===== src/rtl/ray_issue_arbiter.sv =====
// Ray-march entry stage: scans the viewport into primary rays, merges them with
// recirculated rays (recirculation wins) behind a registered valid/ready stage,
// and tracks in-flight primary rays to signal frame completion.
module ray_issue_arbiter #(
  parameter int unsigned H_DISP      = 1280,
  parameter int unsigned V_DISP      = 720,
  parameter int unsigned W           = 16,
  parameter int unsigned CNT_W       = 5,
  parameter int unsigned ADDR_W      = 20,
  parameter int unsigned SCALE_SHIFT = 7,
  parameter int unsigned INFL_W      = 12
) (
  input  logic                clk,
  input  logic                rst,
  input  logic                frame_start,
  output logic                frame_busy,
  output logic                frame_done,
  input  logic [3*W-1:0]      cam_pos,
  input  logic [3*W-1:0]      vp_origin,
  input  logic [3*W-1:0]      vp_u,
  input  logic [3*W-1:0]      vp_v,
  input  logic                rec_valid,
  output logic                rec_ready,
  input  logic [3*W-1:0]      rec_pos,
  input  logic [3*W-1:0]      rec_slope,
  input  logic [CNT_W-1:0]    rec_cnt,
  input  logic [ADDR_W-1:0]   rec_addr,
  input  logic                retire,
  output logic                out_valid,
  input  logic                out_ready,
  output logic [3*W-1:0]      out_pos,
  output logic [3*W-1:0]      out_slope,
  output logic [CNT_W-1:0]    out_cnt,
  output logic [ADDR_W-1:0]   out_addr
);

  localparam int unsigned XW = (H_DISP > 1) ? $clog2(H_DISP) : 1;
  localparam int unsigned YW = (V_DISP > 1) ? $clog2(V_DISP) : 1;
  localparam int unsigned UW = W + 1;       // signed viewport offset width
  localparam int unsigned PW = 2 * W + 2;   // room for the difference of two products
  localparam int unsigned VW = 3 * W;

  typedef enum logic [1:0] {
    IDLE  = 2'd0,
    SCAN  = 2'd1,
    DRAIN = 2'd2
  } state_t;

  state_t              state_q, state_d;
  logic                done_c;
  logic [XW-1:0]       x_q;
  logic [YW-1:0]       y_q;
  logic [ADDR_W-1:0]   pix_addr_q;
  logic [INFL_W-1:0]   inflight_q;
  logic [VW-1:0]       cam_q, org_q, u_q, v_q;
  logic                load_c, issue_c, last_px_c, retire_eff_c;
  logic signed [UW-1:0] uv_x, uv_y;
  logic [VW-1:0]       new_slope_c;

  // One slope axis: origin + ((u*uv_x - v*uv_y) >>> SCALE_SHIFT), wrapped to W bits.
  function automatic logic [W-1:0] slope_axis(
    input logic [W-1:0]         o,
    input logic [W-1:0]         u,
    input logic [W-1:0]         v,
    input logic signed [UW-1:0] ux,
    input logic signed [UW-1:0] uy
  );
    logic signed [PW-1:0] pu, pv, acc;
    pu  = PW'($signed(u)) * PW'(ux);
    pv  = PW'($signed(v)) * PW'(uy);
    acc = (pu - pv) >>> SCALE_SHIFT;
    return o + W'(acc);
  endfunction

  assign load_c       = !out_valid || out_ready;
  assign rec_ready    = load_c;
  assign issue_c      = load_c && !rec_valid && (state_q == SCAN) && (inflight_q != '1);
  assign last_px_c    = (x_q == XW'(H_DISP - 1)) && (y_q == YW'(V_DISP - 1));
  assign retire_eff_c = retire && (inflight_q != '0);

  assign uv_x = UW'(x_q) - UW'(H_DISP / 2);
  assign uv_y = UW'(y_q) - UW'(V_DISP / 2);

  assign new_slope_c = {
    slope_axis(org_q[3*W-1:2*W], u_q[3*W-1:2*W], v_q[3*W-1:2*W], uv_x, uv_y),
    slope_axis(org_q[2*W-1:W],   u_q[2*W-1:W],   v_q[2*W-1:W],   uv_x, uv_y),
    slope_axis(org_q[W-1:0],     u_q[W-1:0],     v_q[W-1:0],     uv_x, uv_y)
  };

  // Frame state register.
  always_ff @(posedge clk or negedge rst) begin
    if (!rst) state_q <= IDLE;
    else      state_q <= state_d;
  end

  // Frame next-state and completion strobe.
  always_comb begin
    state_d = state_q;
    done_c  = 1'b0;
    case (state_q)
      IDLE:  if (frame_start) state_d = SCAN;
      SCAN:  if (issue_c && last_px_c) state_d = DRAIN;
      DRAIN: begin
        if (inflight_q == '0) begin
          state_d = IDLE;
          done_c  = 1'b1;
        end
      end
      default: state_d = IDLE;
    endcase
  end

  // Registered frame status outputs.
  always_ff @(posedge clk or negedge rst) begin
    if (!rst) begin
      frame_busy <= 1'b0;
      frame_done <= 1'b0;
    end else begin
      frame_busy <= (state_d != IDLE);
      frame_done <= done_c;
    end
  end

  // Camera and viewport captured when a frame is accepted.
  always_ff @(posedge clk or negedge rst) begin
    if (!rst) begin
      cam_q <= '0;
      org_q <= '0;
      u_q   <= '0;
      v_q   <= '0;
    end else if ((state_q == IDLE) && frame_start) begin
      cam_q <= cam_pos;
      org_q <= vp_origin;
      u_q   <= vp_u;
      v_q   <= vp_v;
    end
  end

  // Raster scanner; advances only when a primary ray is issued.
  always_ff @(posedge clk or negedge rst) begin
    if (!rst) begin
      x_q        <= '0;
      y_q        <= '0;
      pix_addr_q <= '0;
    end else if (issue_c) begin
      if (last_px_c) begin
        x_q        <= '0;
        y_q        <= '0;
        pix_addr_q <= '0;
      end else if (x_q == XW'(H_DISP - 1)) begin
        x_q        <= '0;
        y_q        <= y_q + YW'(1);
        pix_addr_q <= pix_addr_q + ADDR_W'(1);
      end else begin
        x_q        <= x_q + XW'(1);
        pix_addr_q <= pix_addr_q + ADDR_W'(1);
      end
    end
  end

  // In-flight primary ray count; retire at zero is dropped.
  always_ff @(posedge clk or negedge rst) begin
    if (!rst) begin
      inflight_q <= '0;
    end else begin
      case ({issue_c, retire_eff_c})
        2'b10:   inflight_q <= inflight_q + INFL_W'(1);
        2'b01:   inflight_q <= inflight_q - INFL_W'(1);
        default: inflight_q <= inflight_q;
      endcase
    end
  end

  // Output register: recirculated ray first, then a new primary ray.
  always_ff @(posedge clk or negedge rst) begin
    if (!rst) begin
      out_valid <= 1'b0;
      out_pos   <= '0;
      out_slope <= '0;
      out_cnt   <= '0;
      out_addr  <= '0;
    end else if (load_c) begin
      if (rec_valid) begin
        out_valid <= 1'b1;
        out_pos   <= rec_pos;
        out_slope <= rec_slope;
        out_cnt   <= rec_cnt;
        out_addr  <= rec_addr;
      end else if (issue_c) begin
        out_valid <= 1'b1;
        out_pos   <= cam_q;
        out_slope <= new_slope_c;
        out_cnt   <= '0;
        out_addr  <= pix_addr_q;
      end else begin
        out_valid <= 1'b0;
      end
    end
  end

endmodule


===== config.mk =====
export PLATFORM = sky130hd
export DESIGN_NAME = ray_issue_arbiter
export DESIGN_NICKNAME = d
export VERILOG_FILES = /design/src/rtl/ray_issue_arbiter.sv
export SDC_FILE = /design/constraint.sdc
export NUM_CORES = 2
export LEC_CHECK = 0
export ABC_CLOCK_PERIOD_IN_PS = 11750
export CORE_MARGIN = 1
export CORE_UTILIZATION = 65
export CTS_BUF_LIST = sky130_fd_sc_hd__clkbuf_2 sky130_fd_sc_hd__clkbuf_4 sky130_fd_sc_hd__clkbuf_8
export CTS_CLUSTER_SIZE = 16
export DETAILED_ROUTE_END_ITERATION = 6
export DONT_BUFFER_PORTS = 1
export PLACE_DENSITY = 0.86
export SKIP_CTS_REPAIR_TIMING = 1
export SLEW_MARGIN = 20
export SYNTH_ARGS = -nofsm -noshare
export SYNTH_HDL_FRONTEND = slang
export SYNTH_SLANG_ARGS = --single-unit

===== constraint.sdc =====
create_clock -name clk -period 11.75 [get_ports clk]
set_input_delay 2.9375 -clock clk [delete_from_list [all_inputs] [get_ports clk]]
set_output_delay 2.9375 -clock clk [all_outputs]
set_load 0.02 [all_outputs]

### After elaboration in Yosys (flattened, before gate mapping)

Cells that the tools add are included.

* memories kept: 0
* bits in writable memories: 0
* register bits after elaboration: 371
* latch bits: 0
* logic and storage cells: 83
* input bits: 319
* memory bits (read-only): 0

* shift operators: 0
* $add $sub $neg: 13
* eq/ne operators: 7
* multiplexer cells: 22
* divide/modulo/power cells: 0
* magnitude comparators: 0
* bitwise operators: 0
* reduce and logical (&&, ||, !) cells: 19
* $mul: 6

Operators with widths (count)
* $mux 48: 4
* $mul 16x11->23: 3
* $mul 16x12->23: 3
* $sub 23x23->23: 3
* $mux 20: 3
* $add 16x16->16: 3
* $pmux 12 s2: 1
* $mux 11: 2
* $add 20x1->20 const B: 1
* $mux 10: 2
* $add 12x1->12 const B: 1
* $logic_not 12->1: 1
* $ne 12x12->1 const B: 1
* $reduce_bool 12->1: 1
* $sub 11x10->12 const B: 1
* $sub 12x1->12 const B: 1
* $add 11x1->11 const B: 1
* $eq 11x11->1 const B: 1
* $sub 10x9->11 const B: 1
* $add 10x1->10 const B: 1
* $eq 10x10->1 const B: 1
* $mux 5: 2
* $reduce_bool 2->1: 4
* $logic_and 1x1->1: 7
* other kinds (9): 18

### Logic depth before layout (Yosys ltp)

* depth in word-level cells: 9
* mapped depth: 39

### Worst setup path after synthesis

No wires, ideal clock.

* path type: flip-flop to flip-flop
* start point: reg y_q[3]
* end point: reg out_slope[15]
* arrival: 8.920 ns
* stages on the path, launching flop included: 38
* required time: 11.669 ns
* setup slack: 2.749 ns
* buffers on the path: 3
* path through: dfrtp_1 > inv_1 > clkbuf_1 > ha_1 > nand3b_1 > a21boi_0 > xnor2_1 > clkbuf_1 > clkbuf_1 > nand2_1 > ha_1 > or3_1 > fa_1 > fa_1 > fa_1 > fa_1 > fa_1 > inv_1 > [2 not listed] > ha_1 > or3_1 > o211ai_1 > nor2b_1 > nor2b_1 > o21a_1 > nor2_1 > xnor2_1 > ha_1 > o21ai_0 > nand2b_1 > o41ai_1 > nor3_1 > a2111oi_2 > o21bai_1 > a21oi_1 > xnor3_1 > o211ai_2

* word-level cells in the longest chain between the ends: 6

RTL lines
* start: declaration: line 52 `logic [YW-1:0] y_q;`
* start signal: assignment: line 152 `y_q <= y_q + YW'(1);`
* $sub 10x9->11: line 82 `assign uv_y = UW'(y_q) - UW'(V_DISP / 2);`
* $mul 16x11->23: line 70 `pv = PW'($signed(v)) * PW'(uy);`
* $sub 23x23->23: line 71 `acc = (pu - pv) >>> SCALE_SHIFT;`
* $add 16x16->16: line 72 `return o + W'(acc);`
* $mux 48: line 189 `end else if (issue_c) begin`
* $mux 48: line 183 `if (rec_valid) begin`
* end signal: assignment: line 186 `out_slope <= rec_slope;`
* end signal: assignment: line 192 `out_slope <= new_slope_c;`
* end: declaration: line 32 `output logic [3*W-1:0] out_slope,`

Every way passes these cells. The select of a mux whose other input is x is not followed.
A chain may end at the register's enable or synchronous reset.

### Final worst setup path

Ends and elaborated chain as after synthesis.

==> run metrics <==
clk_lat worst skew=0.73 ns; cell area after placement=52700 um2; largest area contributor in the netlist=fa_1; pre-CTS WS=1.57 ns; vias in the first global route=41500; Clock Tree Buf Depth=3; # rows=103; dpl hpwl=110000 um; Clock Pin Slew Worst Setup and Hold Paths=0.06 ns; # setup viols final=0; die height=285 um; largest net degree at the start of global routing=372; Final Core Density=0.687; worst min path class=flop to flop; Initial Util=0.659; f_max=96.9 MHz; fin crit period=10.32 ns; DR vias/cell=5.71; CP dominant cell by count=fa_1; RSZ-0062 raised after global routing=false; nets=7133; routability cong.=0.978; FF+latch count, synth=371; Worst Path Arrival=10.95 ns; clock sink total=371; H-tree Lvls=3; Slew headroom=0.266; initial antenna violation count=11; final slew viol count=0; DR pass1 iterations=5; CTS tree=done; root buffer cell=clkbuf_8; Synth Net Count=7322; cell count after synthesis=5710; GR Overflow Total=0; Synth top area share=0.363; clk_skew=0.0744 ns; syn_area_per_cell=9.13 um2; Final Worst Setup Slack=1.43 ns; Final TNS setup=0 ns; Core Region=79100 um2; Most used DFF post-synth=dfrtp_1; share of layout cells above drive strength 1=0.0364; Final Hold Fails=0; Ys Warns=0; detailed-route via count=37900; Residual DRC=0; startpoint types=flop; EDFF count, synth=0; period utilization=0.878; Worst R2R Setup Slack=1.43 ns; DR WL/cell=21.0 um; DIE AREA=81400 um2; Filler cells=5848; register area share after synthesis=0.178; Cell Area, Synth=52100 um2; DRT antenna net count=0; Critical Path Sink Type=flop; Max Cap Violations=0; top cells by area, synth=fa_1 36%, dfrtp_1 18%, nand2_1 8.3%; cell area after layout=54400 um2; Crit path required time=12.38 ns; I/O pins=444; initial DRC count=2950; Die X=285 um; Synth async-reset ratio=1.00; area delta synth->final=4.23%; port bufs=0; CP peak stage delay=0.54 ns; WS Path Type=flop to flop; Tightest Pin Transition=1.10 ns; Detailed Route WL=139000 um; Worst Path Max Fanout=42; Num CTS Buffers=70; Synth cell types=68; slowest CP cell=fa_1; outcome=finished, final reports clean; first-pass GRT wire length=225000 um; Total Routing Usage GR=0.358
worst paths after layout:
check | startpoint | to | cells past startpoint
max in group asynchronous | rst | v_q[5] | 0
hold reg to reg | cam_q[29] | cam_q[29] | 2
setup reg to reg | y_q[3] | out_slope[15] | 37
hold / removal | cam_q[29] | cam_q[29] | 2
setup / recovery | y_q[3] | out_slope[15] | 37
min in group asynchronous | rst | org_q[34] | 0
cells in the mapped netlist (4+ instances only):
master / number
nand2_1: 1157
inv_1: 1015
fa_1: 946
and2_1: 450
dfrtp_1: 371
ha_1: 347
clkbuf_1: 271
nor2_1: 191
o21ai_0: 152
xnor2_1: 151
mux2i_1: 82
nand2b_1: 82
a21oi_1: 74
xor2_1: 63
nor2b_1: 49
nor3_1: 31
nand3_1: 28
or3_1: 28
a21o_1: 25
nand4_1: 17
buf_1: 15
o211ai_1: 15
o21a_1: 15
and3_1: 11
a21boi_0: 10
buf_2: 10
o21bai_1: 8
a22o_1: 7
o31ai_1: 7
or2_2: 6
a31oi_1: 5
nand3b_1: 5
o41ai_1: 5
and4_1: 4
mux2_2: 4
nor4_1: 4
o211ai_2: 4
kinds of logic (layout without fill, tap and decap cells):
kind of cell,count (synthesis),count (layout),share of synthesized area
and+or+nand+nor,2072,2072,0.184
buffers and inverters,1316,1181,0.0953
adders and majority gates,1293,1293,0.446
DFF,371,371,0.178
AOI/OAI and AO/OA,352,352,0.0418
xor gates and xnor gates,220,220,0.0382
muxes,86,86,0.0166
other,0,8,0
routing by layer:
| layer | part of all wire | GRT usage | vias to the layer above |
|---|---|---|---|
| li1 | - | - | 16600 |
| met1 | 0.38 | 0.469 | 19000 |
| met2 | 0.46 | 0.560 | 1976 |
| met3 | 0.12 | 0.112 | 325 |
| met4 | 0.041 | 0.136 | 4 |
| met5 | 0.00017 | 0 | - |
final cells by class:
cell class	count	area (um2)	area share
Antenna cell	8	20.0	0.000368
Clock buffer	100	1260	0.0233
Clock inverter	26	403	0.00741
Inverter	1017	3820	0.0702
Multi-Input combinational cell	4023	38000	0.698
Sequential cell	371	9290	0.171
Tap cell	1050	1310	0.0242
Timing Repair Buffer	38	285	0.00525
through the flow:
step | hold slack, ns | std cells
finish | 0.473 | 6633
global route | 0.495 | 6633
CTS | 0.476 | 6625
detailed placement | 0.462 | 6499
global placement | 0.456 | 6499
floorplan | 0.445 | 5710
placed cells by master, fill, tap and decap left out, types with 82 or more instances in the layout:
master and n:
xnor2_1 148, mux2i_1 82, nand2b_1 82, nand2_1 1156, nor2_1 190, dfrtp_1 370
inv_1 1015, and2_1 450, ha_1 347, clkbuf_8 82, o21ai_0 152, fa_1 946
sequential cells by signal, summed over array words and instances (netlist names), 5 cells and up:
| register | count |
|---|---|
| cam_q | 48 |
| inflight_q | 12 |
| org_q | 48 |
| out_addr | 20 |
| out_cnt | 5 |
| out_pos | 48 |
| out_slope | 48 |
| pix_addr_q | 20 |
| u_q | 48 |
| v_q | 48 |
| x_q | 11 |
| y_q | 10 |
critical path, delay by kind of cell, from the launching register on:
kind	cells	cell delay [ns]
adders and majority gates	10	3.85
xor gates and xnor gates	3	0.71
DFF	1	0.32
and+or+nand+nor	9	1.86
AOI/OAI and AO/OA	9	2.33
buffers and inverters	6	1.16
Power is not shown: default switching activity piles up to over one toggle a cycle in this logic, so the estimate is an artifact.
